### src/rtl/joy_serial_reader.sv
// joy_serial_reader: drives a shift-register joystick adapter, clocks in PLAYERS*BITS active-low
// buttons per frame, debounces whole frames and reports active-high button words plus link status.
module joy_serial_reader #(
    parameter int PLAYERS   = 2,
    parameter int BITS      = 12,
    parameter int SHIFT_DIV = 24,
    parameter int GAP_TICKS = 64,
    parameter int DEBOUNCE  = 2
) (
    input  logic                    clk,
    input  logic                    reset_n,
    input  logic                    joy_data,
    output logic                    joy_clk,
    output logic                    joy_load,
    output logic [PLAYERS*BITS-1:0] joystick,
    output logic                    frame,
    output logic                    present
);
    localparam int N  = PLAYERS * BITS;
    localparam int IW = (N > 1) ? $clog2(N) : 1;
    localparam int CW = $clog2(SHIFT_DIV);
    localparam int GW = (GAP_TICKS > 1) ? $clog2(GAP_TICKS) : 1;
    localparam logic [IW-1:0] ILAST = IW'(N - 1);
    localparam logic [CW-1:0] CLAST = CW'(SHIFT_DIV - 1);
    localparam logic [GW-1:0] GLAST = GW'(GAP_TICKS - 1);
    localparam logic [2:0]    DB    = 3'(DEBOUNCE);

    typedef enum logic [2:0] {LOAD, SETTLE, LOW, HIGH, LATCH, GAP} state_t;

    state_t        state;
    logic [1:0]    rst_q, sd_q;
    logic          rst_n, sd, tick;
    logic [CW-1:0] cnt;
    logic [IW-1:0] idx;
    logic [GW-1:0] gcnt;
    logic [N-1:0]  shadow, prev;
    logic [2:0]    run, run_nxt;

    always_ff @(posedge clk or negedge reset_n)
        if (!reset_n) rst_q <= '0;
        else          rst_q <= {rst_q[0], 1'b1};

    assign rst_n = rst_q[1];

    always_ff @(posedge clk or negedge rst_n)
        if (!rst_n) sd_q <= 2'b11;
        else        sd_q <= {sd_q[0], joy_data};

    assign sd      = sd_q[1];
    assign tick    = (cnt == CLAST);
    assign run_nxt = (shadow != prev) ? 3'd1 : (run < DB) ? run + 3'd1 : run;

    always_ff @(posedge clk or negedge rst_n) begin
        if (!rst_n) begin
            state    <= LOAD;
            cnt      <= '0;
            idx      <= '0;
            gcnt     <= '0;
            shadow   <= '0;
            prev     <= '0;
            run      <= '0;
            joy_clk  <= 1'b0;
            joy_load <= 1'b0;
            joystick <= '0;
            frame    <= 1'b0;
            present  <= 1'b0;
        end else begin
            // LATCH holds the tick phase so the gap starts a full tick after the compare
            cnt   <= (tick || state == LATCH) ? '0 : cnt + 1'b1;
            frame <= 1'b0;
            case (state)
                LOAD: begin
                    joy_load <= !tick;
                    if (tick) state <= SETTLE;
                end
                SETTLE: if (tick) state <= LOW;
                LOW: if (tick) begin
                    shadow[idx] <= ~sd;
                    joy_clk     <= (idx != ILAST);
                    state       <= (idx == ILAST) ? LATCH : HIGH;
                end
                HIGH: if (tick) begin
                    idx     <= idx + 1'b1;
                    joy_clk <= 1'b0;
                    state   <= LOW;
                end
                LATCH: begin
                    prev    <= shadow;
                    run     <= run_nxt;
                    present <= |shadow;
                    frame   <= 1'b1;
                    idx     <= '0;
                    gcnt    <= '0;
                    state   <= GAP;
                    if (run_nxt >= DB) joystick <= shadow;
                end
                GAP: if (tick) begin
                    gcnt <= gcnt + 1'b1;
                    if (gcnt == GLAST) begin
                        joy_load <= 1'b1;
                        state    <= LOAD;
                    end
                end
                default: state <= LOAD;
            endcase
        end
    end
endmodule

### config.mk
export PLATFORM = sky130hd
export DESIGN_NAME = joy_serial_reader
export DESIGN_NICKNAME = d
export VERILOG_FILES = /design/src/rtl/joy_serial_reader.sv
export SDC_FILE = /design/constraint.sdc
export NUM_CORES = 1
export LEC_CHECK = 0
export BUFFER_PORTS_ARGS = -buffer_cell sky130_fd_sc_hd__buf_2
export CAP_MARGIN = 20
export CELL_PAD_IN_SITES_DETAIL_PLACEMENT = 1
export CELL_PAD_IN_SITES_GLOBAL_PLACEMENT = 1
export CORE_MARGIN = 5
export CORE_UTILIZATION = 50
export DETAILED_ROUTE_END_ITERATION = 10
export PLACE_DENSITY = 0.91
export SLEW_MARGIN = 20
export SYNTH_ARGS = -nofsm -noshare
export SYNTH_HDL_FRONTEND = slang
export SYNTH_SLANG_ARGS = --single-unit
export TNS_END_PERCENT = 20
### constraint.sdc
create_clock -name clk -period 3.4 [get_ports clk]
set_input_delay 0.68 -clock clk [delete_from_list [all_inputs] [get_ports clk]]
set_output_delay 0.68 -clock clk [all_outputs]
set_load 0.01 [all_outputs]
### Yosys cells after proc, flatten, opt, wreduce, memory -nomap -nowiden

Index checks and enable logic that the tools add are counted.

| word-level totals | value |
|---|---|
| flip-flop bits (word level) | 102 |
| bits of input ports | 3 |
| word-level logic and storage cells | 80 |

| operators by class | value |
|---|---|
| add/subtract/negate cells | 4 |
| order comparisons | 4 |
| eq/ne operators | 16 |
| muxes and demuxes | 24 |
| bitwise logic cells | 1 |
| reduce and logical (&&, ||, !) cells | 17 |

Operator list:

| cell | number |
|---|---|
| $bwmux W24 | 1 |
| $mux W3 | 8 |
| $ne A24 B24 Y1 | 1 |
| $reduce_or A24 Y1 | 1 |
| $pmux W3 S5 | 1 |
| $pmux W6 S2 | 1 |
| $add A5 B1 Y5 const B | 2 |
| $eq A5 B5 Y1 const B | 2 |
| $mux W5 | 2 |
| $ne A2 B2 Y1 const B | 5 |
| $pmux W5 S2 | 1 |
| $reduce_and A2 Y1 | 4 |
| $reduce_bool A2 Y1 | 4 |
| $add A6 B1 Y6 const B | 1 |
| $eq A3 B2 Y1 const B | 2 |
| $eq A3 B3 Y1 const B | 2 |
| $eq A6 B6 Y1 const B | 1 |
| $lt A5 B6 Y1 const B | 1 |
| $mux W1 | 6 |
| $mux W6 | 1 |
| $reduce_and A3 Y1 | 2 |
| $demux W1 S5 | 1 |
| $ge A5 B1 Y1 const B | 1 |
| $ne A5 B5 Y1 const B | 1 |
| other kinds (13) | 14 |

### Logic depth before layout (Yosys ltp)

| depth | value |
|---|---|
| depth in word-level cells | 5 |
| depth in mapped cells | 8 |
| gate-level depth less buffers | 6 |

### Least setup slack after synthesis

Ideal clock, no wire load.

| timing | value |
|---|---|
| path type | register to register |
| from | register shadow[20] |
| to | register joystick[0] |
| library setup time | 0.125 ns |
| arrival | 1.714 ns |
| data required time | 3.275 ns |
| slack | 1.561 ns |
| cell stages (with the launch flop) | 8 |
| path buffers | 2 |
| clock period less this slack | 1.839 ns |
| cell sequence | dfrtp_1 > xnor2_1 > nand4_1 > nor4_2 > and4b_1 > buf_6 > buf_12 > mux2_4 |

| between the ends | value |
|---|---|
| word-level cells in the longest chain between the ends | 4 |

RTL lines:

| item | line | source |
|---|---|---|
| from (decl) | 36 | `logic [N-1:0] shadow, prev;` |
| from (signal, indexed assignment) | 78 | `shadow[idx] <= ~sd;` |
| $ne A24 B24 Y1 | 51 | `assign run_nxt = (shadow != prev) ? 3'd1 : (run < DB) ? run + 3'd1 : run;` |
| $mux W3 | 51 |  |
| $ge A3 B2 Y1 | 95 | `if (run_nxt >= DB) joystick <= shadow;` |
| $reduce_and A2 Y1 (no line) | - |  |
| to (signal assigned) | 95 |  |
| to (decl) | 15 | `output logic [PLAYERS*BITS-1:0] joystick,` |

Every way passes these cells.
A chain may end at the register's enable or synchronous reset.

### Worst setup path in the final report

| timing | value |
|---|---|
| from | register shadow[3] |
| to | register joystick[6] |

Same word-level chain as after synthesis.

==> flow_summary.yaml <==
sta:
  fmax_ghz: 0.4347
  min_period_ns: 2.301
  clock_skew_ns: 0.01154
  min_period_over_period_pct: 67.67
  tightest_slew_ns: 0.8998
  max_slew_margin_pct: 39.55
  hold_violations: 0
  maxSlewViolCount: 0
  fin_tns_setup_ns: 0
  final-setup-viol-count: 0
  rsz0062_at_grt: "false"
cts:
  clkLatencyLatePin_ns: 0.35
  cts_root_buf: "clkbuf_8"
  cts_resized: 0
  post_cts_buffers: 0
  cts_hold_buf: 0
  cts_buffer_depth: 2
  cts.sink_count: 102
  h-tree-depth: 3
  cts_made_buffers: 9
  cts_tree: "built"
  path_clk_slew_ns: 0.09
setup_path:
  required_ns: 3.64
  arrival_ns: 2.54
  cp_max_fo: 13
  crit_path_end: "joystick[6]"
  r2r-end: "joystick[6]"
  critical_path_class: "reg -> reg"
  worstRegToRegCells: 6
  start_kind: "flop"
  r2r-start: "shadow[3]"
  startpoint: "shadow[3]"
  worst_setup_path_end_kind: "flop"
  r2r_slack_ns: 1.10
global_routing:
  grt_util_all_layers_pct: 19.88
  gr-total-overflow: 0
  grt_pass1_vias: 3326
  antenna_found_initial: 0
  grt_pass1_wl_um: 17750
  grt_max_degree: 71
detailed_routing:
  dr.pass1.iters: 4
  vias: 3032
  drcViolationCount: 0
  routed_wl_um: 10620
  drt-vias-per-instance: 6.028
  ant_nets: 0
  route.detailed.wl_per_inst_um: 21.11
  drt_iter0_drc: 140
pwr:
  internal_power_uw: 1555
  power.total_uw: 1976
  vdd_drop_max_v: 0.0002447
  p_per_area_nw_per_um2: 392.0
  clockPowerShare_pct: 36.9
  seqPwrFrac_pct: 62.6
  power.share.combinational_pct: 0.5
  leakage_uw: 0.002520
  swShare_pct: 21.31
  p_sw_uw: 421.1
finish:
  multi_input_area_sq_um: 1957
  fin_area_sq_um: 5041
  area_growth_pct: 7.183
  nets: 398
  fillCellCount: 956
  diodes: 0
  regArea_sq_um: 2559
  drive_above_1_share_pct: 28.32
synth:
  yosysTopAreaCellShare_pct: 53.21
  synth-edff-count: 0
  ys.flop_type: "dfrtp_1"
  synthTopCellsByArea: "dfrtp_1, mux2_2, mux2_4"
  synthCells: 367
  ys_types: 53
  synth_area_per_cell_sq_um: 12.82
  syn_area_sq_um: 4703
  synth-async-reset-ratio_pct: 100.0
  ys_warn_count: 0
  synth_nets: 377
  ys_seq_area_share_pct: 54.32
  ys_ff_latch: 102
  yosysTopAreaCell: "dfrtp_1"
placement:
  dp_hpwl_um: 7224
  place_congestion: 0.8135
  dpl_cell_area_sq_um: 4861
  numPortBuffers: 30
die:
  die_h_um: 107.0
  rows: 35
  die_area_sq_um: 11450
  io_pins: 31
  start_util_pct: 51.14
  core-area_sq_um: 9196
  die-width_um: 107.0
flow_run:
  drv_cap: 0
outcome:
  outcome: "finished, final reports clean"
min_path:
  hold_path_class: "in -> async"
-- registers in the layout, indices dropped and copies added (netlist names) --
register  count
cnt           5
frame         1
gcnt          6
idx           5
joy_clk       1
joy_load      1
joystick     24
present       1
prev         24
rst_q         2
run           3
sd_q          2
shadow       24
state         3
-- how the worst min path moves through the flow --
stage	start	to	slack, ns	cells past startpoint
after floorplan	rst_q[0]	rst_q[1]	0.33	0
after global placement	rst_q[0]	rst_q[1]	0.34	0
after detailed placement	rst_q[0]	rst_q[1]	0.34	0
after CTS	reset_n	rst_q[1]	0.07	1
after global routing	reset_n	rst_q[1]	0.05	1
final	reset_n	rst_q[1]	0.09	1
-- metal layers --
metal / GRT usage [%] / vias to the layer above / wire length, um
li1: - / 1367 / -
met1: 25.87 / 1583 / 4690
met2: 32.82 / 60 / 5327
met3: 5.057 / 22 / 360
met4: 6.027 / 0 / 239
met5: 0 / - / 0
-- area by class of cell --
type | instances | area share [%]
clock buffer | 11 | 2.606
clock inverter | 4 | 0.9680
inverter | 5 | 0.3723
multi-input combinational | 235 | 38.82
sequential | 102 | 50.76
tap | 111 | 2.755
timing repair buffer | 35 | 3.723
-- cells by family (layout without fill, tap and decap cells) --
family | after synthesis | count (layout) | share of synthesized area, %
fa+ha+maj | 7 | 7 | 1.862
mux | 52 | 52 | 14.02
simple gates | 70 | 70 | 9.684
compound gates | 72 | 72 | 9.684
flops | 102 | 102 | 54.32
xor+xnor | 33 | 33 | 6.145
other cells | 1 | 1 | 0.07973
buf+inv | 30 | 55 | 4.203
-- power groups by stage --
| stage | combinational, uW | clock (uW) | sequential, uW |
|---|---|---|---|
| after floorplan | 3.18 | 0 | 1260 |
| after global placement | 10.7 | 0 | 1260 |
| after detailed placement | 11.1 | 0 | 1260 |
| after CTS | 11.1 | 748 | 1240 |
| after global routing | 12.7 | 813 | 1240 |
| final | 10.4 | 729 | 1240 |
-- critical path, stage by stage, from the launching register on --
cell     delay (ns)
dfrtp_1        0.45
xnor2_1        0.27
nand4_1        0.17
nor4_2         0.36
and4b_1        0.29
buf_4          0.27
mux2_2         0.37
-- cell usage after synthesis (7+ instances only) --
master      n
dfrtp_1   100
mux2_2     31
a31oi_1    26
a21oi_1    25
mux2_4     20
xnor2_1    20
nor2_1     15
xor2_1     13
clkbuf_1    9
nor4_1      8
ha_1        7
nand2_1     7
nand4_1     7
-- cells in the final DEF, fill, tap and decap left out, types with 2 or more instances in the layout --
cell type / n
dfrtp_1: 99
mux2_2: 31
buf_2: 30
a31oi_1: 26
a21oi_1: 25
xnor2_1: 20
mux2_4: 20
nor2_1: 15
xor2_1: 13
clkbuf_8: 9
nor4_1: 8
nand2_1: 7
nand4_1: 7
ha_1: 7
nand3_1: 6
inv_1: 5
a22o_1: 5
buf_4: 5
nor3_1: 4
a41oi_1: 4
and4b_1: 3
and2_2: 3
nor3b_1: 2
nor2b_1: 2
o21ai_0: 2
nor3b_2: 2
clkbuf_1: 2
clkinv_2: 2
dfstp_2: 2
-- stage by stage --
step	setup WS, ns	std cells	utilization [%]	hold WS [ns]
finish	1.099	503	54.82	0.09189
global route	1.013	503	54.82	0.05223
CTS	1.138	503	54.82	0.07358
detailed placement	1.146	488	52.86	0.3428
global placement	1.322	488	52.86	0.3377
floorplan	0.3518	367	-	0.3312
Note: power is estimated with default switching activity, not from simulation.
